`src/rtl/wave_tbl_pkg.sv`:
```
// wave_tbl_pkg: shared types and default widths for the wave table
// player slice (sequencer state, table/sample/hold widths).
package wave_tbl_pkg;

  localparam int WT_A      = 4;
  localparam int WT_D      = 16;
  localparam int WT_HOLD_W = 8;

  typedef enum logic [1:0] {
    IDLE,
    FETCH,
    SEND
  } state_t;

endpackage

```
`src/rtl/wave_tbl_addr_gen.sv`:
```
// wave_tbl_addr_gen: table pointer with load/advance/wrap plus the
// lo/hi/loop range registers.
// Ports: clk, rst; load latches range and sets ptr=addr_lo;
// step advances ptr (wrapping to lo_q at hi_q when looping);
// ptr, at_hi (ptr==hi_q) and loop_q are returned to the sequencer.
module wave_tbl_addr_gen
  import wave_tbl_pkg::*;
#(
  parameter int A = WT_A
) (
  input  logic         clk,
  input  logic         rst,
  input  logic         load,
  input  logic         step,
  input  logic [A-1:0] addr_lo,
  input  logic [A-1:0] addr_hi,
  input  logic         loop,
  output logic [A-1:0] ptr,
  output logic         at_hi,
  output logic         loop_q
);

  logic [A-1:0] lo_q;
  logic [A-1:0] hi_q;

  assign at_hi = (ptr == hi_q);

  // ptr+1 wraps modulo 2^A, so lo>hi ranges pass through 0.
  always_ff @(posedge clk) begin
    if (rst) begin
      lo_q   <= '0;
      hi_q   <= '0;
      loop_q <= 1'b0;
      ptr    <= '0;
    end else if (load) begin
      lo_q   <= addr_lo;
      hi_q   <= addr_hi;
      loop_q <= loop;
      ptr    <= addr_lo;
    end else if (step) begin
      if (at_hi && loop_q) ptr <= lo_q;
      else                 ptr <= ptr + 1'b1;
    end
  end

endmodule

```
`src/rtl/wave_tbl_player.sv`:
```
// wave_tbl_player: walks a WaveTblSig address range, captures sigA/sigB
// and streams samples over valid/ready with optional loop and repeat.
// Ports: clk, rst (sync, active-high); start/stop/loop/addr_lo/addr_hi/
// hold config; tbl_addr/tbl_sigA/tbl_sigB table side; out_valid/
// out_ready/out_a/out_b/out_last stream; busy and done status.
module wave_tbl_player
  import wave_tbl_pkg::*;
#(
  parameter int A      = WT_A,
  parameter int D      = WT_D,
  parameter int HOLD_W = WT_HOLD_W
) (
  input  logic              clk,
  input  logic              rst,
  input  logic              start,
  input  logic              stop,
  input  logic              loop,
  input  logic [A-1:0]      addr_lo,
  input  logic [A-1:0]      addr_hi,
  input  logic [HOLD_W-1:0] hold,
  output logic [A-1:0]      tbl_addr,
  input  logic [D-1:0]      tbl_sigA,
  input  logic [D-1:0]      tbl_sigB,
  output logic              out_valid,
  input  logic              out_ready,
  output logic [D-1:0]      out_a,
  output logic [D-1:0]      out_b,
  output logic              out_last,
  output logic              busy,
  output logic              done
);

  state_t            state_q;
  state_t            state_d;
  logic [HOLD_W-1:0] hold_q;
  logic [HOLD_W-1:0] hcnt;
  logic [HOLD_W-1:0] hcnt_inc;
  logic              stop_pend;
  logic [A-1:0]      ptr;
  logic              at_hi;
  logic              loop_q;

  logic xfer;
  logic more;
  logic end_nat;
  logic last_ok;
  logic load;
  logic fetch;
  logic sx;
  logic rep;
  logic fin;
  logic step;

  wave_tbl_addr_gen #(
    .A(A)
  ) u_addr (
    .clk    (clk),
    .rst    (rst),
    .load   (load),
    .step   (step),
    .addr_lo(addr_lo),
    .addr_hi(addr_hi),
    .loop   (loop),
    .ptr    (ptr),
    .at_hi  (at_hi),
    .loop_q (loop_q)
  );

  assign tbl_addr = ptr;

  always_ff @(posedge clk) begin
    if (rst) state_q <= IDLE;
    else     state_q <= state_d;
  end

  always_comb begin
    state_d = state_q;
    unique case (state_q)
      IDLE: begin
        if (start) state_d = FETCH;
      end
      FETCH: begin
        state_d = SEND;
      end
      SEND: begin
        unique case (1'b1)
          fin:     state_d = IDLE;
          step:    state_d = FETCH;
          default: state_d = SEND;
        endcase
      end
      default: state_d = IDLE;
    endcase
  end

  // Control decode: a SEND transfer either repeats the sample,
  // steps to the next entry, or finishes the sequence.
  always_comb begin
    xfer     = out_valid & out_ready;
    more     = (hcnt < hold_q);
    hcnt_inc = hcnt + 1'b1;
    end_nat  = !more & at_hi & !loop_q;
    // A pending or arriving stop suppresses out_last on new samples.
    last_ok  = at_hi & !loop_q & !stop_pend & !stop;
    load     = (state_q == IDLE) & start;
    fetch    = (state_q == FETCH);
    sx       = (state_q == SEND) & xfer;
    rep      = sx & !stop_pend & more;
    fin      = sx & (stop_pend | end_nat);
    step     = sx & !stop_pend & !more & !end_nat;
    busy     = (state_q != IDLE);
  end

  always_ff @(posedge clk) begin
    if (rst) begin
      hold_q    <= '0;
      hcnt      <= '0;
      stop_pend <= 1'b0;
      out_valid <= 1'b0;
      out_a     <= '0;
      out_b     <= '0;
      out_last  <= 1'b0;
      done      <= 1'b0;
    end else begin
      done <= fin;
      if (load) begin
        hold_q    <= hold;
        hcnt      <= '0;
        stop_pend <= 1'b0;
      end else if (busy && stop) begin
        stop_pend <= 1'b1;
      end
      if (fetch) begin
        out_a     <= tbl_sigA;
        out_b     <= tbl_sigB;
        out_valid <= 1'b1;
        out_last  <= last_ok & (hold_q == '0);
      end
      if (rep) begin
        hcnt     <= hcnt_inc;
        out_last <= last_ok & (hcnt_inc == hold_q);
      end
      // Dropping valid here is the FETCH bubble between entries.
      if (step || fin) begin
        hcnt      <= '0;
        out_valid <= 1'b0;
        out_last  <= 1'b0;
      end
    end
  end

endmodule

```
`config.mk`:
```
export PLATFORM = sky130hd
export DESIGN_NAME = wave_tbl_player
export DESIGN_NICKNAME = d
export VERILOG_FILES = /design/src/rtl/wave_tbl_pkg.sv /design/src/rtl/wave_tbl_addr_gen.sv /design/src/rtl/wave_tbl_player.sv
export SDC_FILE = /design/constraint.sdc
export NUM_CORES = 1
export LEC_CHECK = 0
export CAP_MARGIN = 0
export CORE_ASPECT_RATIO = 1.4
export CORE_MARGIN = 4
export CORE_UTILIZATION = 50
export CTS_CLUSTER_DIAMETER = 80
export DETAILED_ROUTE_END_ITERATION = 16
export GPL_ROUTABILITY_DRIVEN = 1
export PLACE_DENSITY = 0.85
export SYNTH_ARGS = -nofsm -noshare
export SYNTH_HDL_FRONTEND = slang
export SYNTH_SLANG_ARGS = --single-unit
```
`constraint.sdc`:
```
create_clock -name clk -period 3 [get_ports clk]
set_input_delay 0.3 -clock clk [delete_from_list [all_inputs] [get_ports clk]]
set_output_delay 0.3 -clock clk [all_outputs]
set_load 0.01 [all_outputs]
```
==> reports/results.txt, run 1 <==
Placed cell area: 3970 um2
Library cells used by synthesis: 37
Commonest non-fill, non-tap cell in the layout: nand2_1
Buf/Inv on CP: 1
Maxcap violations: 0
Pwr Density: 484 nW/um2
CTS tree: yes
Slowest-stage cell, CP: dfxtp_1
Mapped Avg Cell Area: 7.81 um2
Setup TNS: 0 ps
Skew final: 7.29 ps
Clock buffer depth: 2
HP Class: input pin to flop
I/O Buffers: 93
Clk Latency, worst-skew pair: 340 ps
First drt pass iteration count: 4
GR Overflow Total: 0
Cell taking the most area after synthesis: dfxtp_1
Rows: 33
Starting density of the core: 0.515
DR vias/cell: 5.37
Fmax: 0.435 GHz
Most frequent cells in the layout: nand2_1, clkdlybuf4s50_1, dfxtp_1
Core Area: 5820 um2
Crit Path Max Fanout: 12
Outcome: finished, final reports clean
FF+latch count, synth: 67
Slew margin rel.: 0.565
Final GP Congestion: 0.886
Crit Path Class: flop to flop
Syn. warnings: 0
Total vias in the final route: 2,927
Chip Height: 99.6 um
DRT antenna net count: 0
Root Buffer: clkbuf_8
Final setup margin: 700 ps
Ranking of synthesized cells by area: dfxtp_1, nand2_1, a21oi_1
Layout cells sized above 1: 0.0611
Clock Sinks: 67
Fin. Hold Viols: 0
Die X-Extent: 73.5 um
# diodes: 0
Mapped Area: 3000 um2
RSZ-0062 raised after global routing: false
Clock Pin Slew Worst Setup and Hold Paths: 70 ps
Req. time, crit path: 3250 ps
H-tree depth: 3
Nets: 536
Initial antenna violation count: 0
Crit path launch type: flop
CTS Buf Count: 9
Setup-failing EPs final: 0
Max incr delay on CP: 400 ps
Util after Layout: 0.711
Post-Syn Nets: 448
Crit path cell chain: inv_1 -> ha_1 -> a211oi_1 -> nand2_1 -> o21a_1 -> nor2_2 -> a21oi_1 -> a211oi_1
Maximum VDD drop: 351 uV
I/O pins: 94
Global-route wire length before repair: 13.5 mm
Residual DRC count: 0
Synthesis-to-finish area growth: 38.1%
Leakage: 1.52 nW
Worst R2R Setup Slack: 700 ps
Top cell by count, worst path: a211oi_1
Vias in the first global route: 2,948
Slew @ Worst Pin: 653 ps
Wire per inst: 14.9 um
Pins Over Slew Limit: 0
Final period utilization: 0.767
Post_cts resized: 0
Top delay family on crit path: compound AO/OA/AOI/OAI gates
Post-Synthesis Cells: 384
Tmin final: 2300 ps
Die area: 7320 um2
Largest net degree at the start of global routing: 35
Number of setup buffers added after CTS: 0
Hold_buf cts: 0
Finished Cell Area: 4140 um2
Crit. End Element: flop
GRT Total Usage: 0.234
Pre-CTS worst setup slack: 767 ps
Worst endpoint data arrival time: 2550 ps
Post-synthesis sequential area ratio: 0.447
Synth top area share: 0.447
HPWL Detailed: 5.84 mm
Drt total wl: 8.13 mm
Number of DRC markers in iteration 0: 172
-- flip-flops by register name (all words and copies together), names as in the netlist, 2 cells and up --
| name | cells |
|---|---|
| hold_q | 8 |
| u_addr.hi_q | 4 |
| state_q | 2 |
| u_addr.lo_q | 4 |
| out_b | 16 |
| out_a | 16 |
| hcnt | 8 |
| u_addr.ptr | 4 |
-- path summary, 6_finish.rpt --
kind	from	to	depth (start not counted)
worst max-delay path	hold_q[5]	hcnt[5]	8
worst min-delay path	rst	out_a[1]	2
worst max register to register	hold_q[5]	hcnt[5]	8
worst min register to register	out_a[6]	out_a[6]	2
-- metal layers --
metal  track usage  wire [um]  up-vias
li1              -          -     1469
met1         0.262       3130     1365
met2         0.406       4410       75
met3        0.0516        382       18
met4         0.113        206        0
met5             0          0        -
-- stage by stage --
stage / hold slack [ps] / total power [mW] / std cells
floorplan: 436 / 1.18 / 384
global route: 458 / 2.09 / 545
global placement: 441 / 1.35 / 531
finish: 439 / 2.00 / 545
detailed placement: 446 / 1.36 / 531
CTS: 434 / 2.01 / 545
-- synthesized netlist by cell type --
cell,count
nand2_1,112
dfxtp_1,67
a21oi_1,63
clkbuf_1,21
nor2_1,13
nor3_1,13
xor2_1,11
ha_1,10
inv_1,10
nand3_1,7
xnor2_1,7
o211ai_1,5
o21ai_0,5
a31oi_1,4
nand2b_1,4
a211oi_1,3
nand3b_1,3
and3_4,2
nor2b_1,2
nor4_1,2
o21a_1,2
o22ai_1,2
or2_2,2
a211oi_2,1
a221oi_1,1
a311oi_1,1
and2_1,1
and3_1,1
and3_2,1
nand4b_1,1
nor2_2,1
nor3b_1,1
nor4_4,1
o21bai_1,1
o221ai_1,1
o31ai_1,1
or4_4,1
-- power by group --
group | internal (mW) | switching, mW
clock | 0.335 | 0.329
combinational | 0.185 | 0.180
sequential | 0.937 | 0.0388
-- cells by family (layout without fill, tap and decap cells) --
logic type | count (synthesis) | count (layout) | share of synthesized area
compound gates | 90 | 90 | 0.169
xor+xnor | 18 | 18 | 0.0526
buf+inv | 31 | 122 | 0.0388
simple gates | 168 | 168 | 0.251
fa+ha+maj | 10 | 10 | 0.0417
flops | 67 | 67 | 0.447
-- worst register-to-register path: cells and delay by family (launching register included) --
family,cells,cell delay [ps]
adder cells (fa/ha/maj),1,310
AO/OA/AOI/OAI,4,940
buffers and inverters,1,70
AND/OR/NAND/NOR,2,490
flip-flops,1,400
-- cell type report --
class,instances,area [um2]
Clock buffer,12,155
Clock inverter,2,12.5
Fill cell,440,1680
Inverter,10,37.5
Multi-Input combinational cell,286,1540
Sequential cell,67,1340
Tap cell,70,87.6
Timing Repair Buffer,98,963
Power figures use the tool's default switching activity.
==> run 2: changes to the inputs <==
--- a/config.mk
+++ b/config.mk
@@ -8,11 +8,11 @@
 export CAP_MARGIN = 0
 export CORE_ASPECT_RATIO = 1.4
 export CORE_MARGIN = 4
-export CORE_UTILIZATION = 50
+export CORE_UTILIZATION = 46
 export CTS_CLUSTER_DIAMETER = 80
 export DETAILED_ROUTE_END_ITERATION = 16
 export GPL_ROUTABILITY_DRIVEN = 1
-export PLACE_DENSITY = 0.85
+export PLACE_DENSITY = 0.79
 export SYNTH_ARGS = -nofsm -noshare
 export SYNTH_HDL_FRONTEND = slang
 export SYNTH_SLANG_ARGS = --single-unit
==> constraint.sdc (replaced) <==
create_clock -name clk -period 2.3 [get_ports clk]
set_input_delay 0.23 -clock clk [delete_from_list [all_inputs] [get_ports clk]]
set_output_delay 0.23 -clock clk [all_outputs]
set_load 0.01 [all_outputs]
==> run 2 against run 1 <==
Against the previous run: critical path depth is 1 higher; critical path type unchanged; clock skew is 1.4 ps lower; largest power group unchanged; power is 30% higher; sequential power is 30% higher; setup slack worse by 580 ps.
==> reports/results.txt, run 2 (synthesized netlist as in run 1, its figures left out) <==
Outcome: finished, final reports clean
Maximum VDD drop: 449 uV (+28%)
Fmax: 0.458 GHz (+5.4%)
Chip Height: 104 um (+3.9%)
Clk Latency, worst-skew pair: 340 ps (about the same)
Starting density of the core: 0.476 (-0.0388)
HP Class: input pin to flop
Clock buffer depth: 2 (unchanged)
Met1 Usage GRT: 0.219 (-0.0432)
Total vias in the final route: 2,954 (+0.92%)
Max incr delay on CP: 380 ps (-20 ps)
Die area: 7890 um2 (+7.9%)
Most frequent cells in the layout: nand2_1, clkdlybuf4s50_1, dfxtp_1
Maxcap violations: 0 (unchanged)
Clock Pin Slew Worst Setup and Hold Paths: 70 ps (about the same)
Placed cell count: 541 (+1.9%)
Grt met2 use: 0.379 (-0.0278)
Root Buffer: clkbuf_8
Pwr Density: 618 nW/um2 (+28%)
Setup-failing EPs final: 0 (unchanged)
Req. time, crit path: 2500 ps (-750 ps)
Met3 usage: 0.0538 (+0.00225)
Die X-Extent: 76.2 um (+3.8%)
Pins Over Slew Limit: 0 (unchanged)
Leakage: 1.57 nW (+3.3%)
Crit Path Class: flop to flop
Skew final: 5.94 ps (-1.35 ps)
Drt total wl: 8.34 mm (+2.6%)
Crit path launch type: flop
Top cell by count, worst path: o211ai_1
Largest regs: out_a: 16 flops, out_b: 16 flops
Slew @ Worst Pin: 656 ps (+2.60 ps)
Crit Path Max Fanout: 5 (-7)
I/O Buffers: 93 (unchanged)
Layout cells sized above 1: 0.0845 (+0.0235)
Wire per inst: 15.0 um (+0.35%)
First drt pass iteration count: 6 (+2)
GR Overflow Total: 0 (unchanged)
Final std cells w/o fill: 557 (+2.2%)
Slowest-stage cell, CP: dfxtp_1
Core Area: 6300 um2 (+8.1%)
Largest net degree at the start of global routing: 35 (unchanged)
DR vias/cell: 5.30 (-1.3%)
Fin. Hold Viols: 0 (unchanged)
Overall Power: 2.60 mW (+30%)
RSZ-0062 raised after global routing: false
Placed cell area: 4040 um2 (+1.6%)
# diodes: 0 (unchanged)
Hold_buf cts: 0 (unchanged)
Crit. End Element: flop
HPWL Detailed: 6.11 mm (+4.7%)
Finished Cell Area: 4220 um2 (+1.8%)
Final period utilization: 0.949 (+0.182)
Busiest grt layer: met2
Setup TNS: 0 ps (unchanged)
Worst R2R Setup Slack: 120 ps (-580 ps)
Nets: 545 (+1.7%)
Worst endpoint data arrival time: 2380 ps (-170 ps)
Number of DRC markers in iteration 0: 220 (+28%)
Number of fill cells: 523 (+19%)
Rows: 34 (+3.0%)
H-tree depth: 3 (unchanged)
Vias in the first global route: 2,811 (-4.6%)
Global-route wire length before repair: 13.3 mm (-1.6%)
CTS Buf Count: 9 (unchanged)
Tmin final: 2180 ps (-118 ps)
Commonest non-fill, non-tap cell in the layout: nand2_1
Slew margin rel.: 0.563 (-0.00173)
GRT Total Usage: 0.209 (-0.0249)
CTS tree: yes
Residual DRC count: 0 (unchanged)
Final GP Congestion: 0.859 (-3.0%)
WHS: 228 ps (-210 ps)
Clock Sinks: 67 (unchanged)
I/O pins: 94 (unchanged)
DRT antenna net count: 0 (unchanged)
Crit path cell chain: inv_1 -> ha_1 -> o211ai_1 -> o21ai_1 -> o211ai_1 -> buf_4 -> or2_2 -> a221oi_1 -> o31ai_1
Synthesis-to-finish area growth: 40.6%
Initial antenna violation count: 0 (unchanged)
run 2: changes by cell type in the layout (fill, tap and decap cells not counted), sizes merged:
cell / before / now
clkinvlp: 1 / 0
clkinv: 1 / 3
buf: 6 / 15
run 2: cell type report:
| class | count | area (um2) | share of cell area |
|---|---|---|---|
| repair buffers | 107 | 1030 | 0.245 |
| clock buffers | 12 | 145 | 0.0344 |
| clock inverters | 3 | 15.0 | 0.00356 |
| multi-input cells | 286 | 1560 | 0.369 |
| inverters | 10 | 37.5 | 0.00890 |
| flip-flops and latches | 67 | 1340 | 0.318 |
| well taps | 72 | 90.1 | 0.0214 |
run 2: report_power, final:
part | switching (mW) | internal [mW]
Combinational | 0.244 | 0.253
Clock | 0.429 | 0.410
Sequential | 0.0466 | 1.22
Total | 0.719 | 1.89
run 2: repair_timing:
action,in CTS,in global routing
setup buffers,0,1
setup endpoints to repair,0,12
resized for setup,0,6
run 2: per-layer routing:
layer | up-vias | routed length, um | part of all wire
met1 | 1382 | 3150 | 0.38
li1 | 1486 | - | -
met2 | 70 | 4550 | 0.55
met5 | - | 0 | 0
met3 | 16 | 421 | 0.051
met4 | 0 | 210 | 0.025
run 2: path summary, 6_finish.rpt:
check,from,end,cells past startpoint
hold reg to reg,out_a[10],out_a[10],2
setup reg to reg,hold_q[5],u_addr.ptr[0],9
setup / recovery,hold_q[5],u_addr.ptr[0],9
hold / removal,rst,out_valid,3
run 2: per-stage QoR:
step	util	setup slack, ps
floorplan	-	243
global placement	0.641	199
detailed placement	0.641	85.2
CTS	0.667	72.1
global route	0.670	35.1
finish	0.670	118
run 2: critical path, delay by kind of cell (launching register included):
kind | cells | cell delay, ps
AND/OR/NAND/NOR | 1 | 330
flip-flops | 1 | 380
buffers and inverters | 2 | 230
AO/OA/AOI/OAI | 5 | 780
adder cells (fa/ha/maj) | 1 | 320
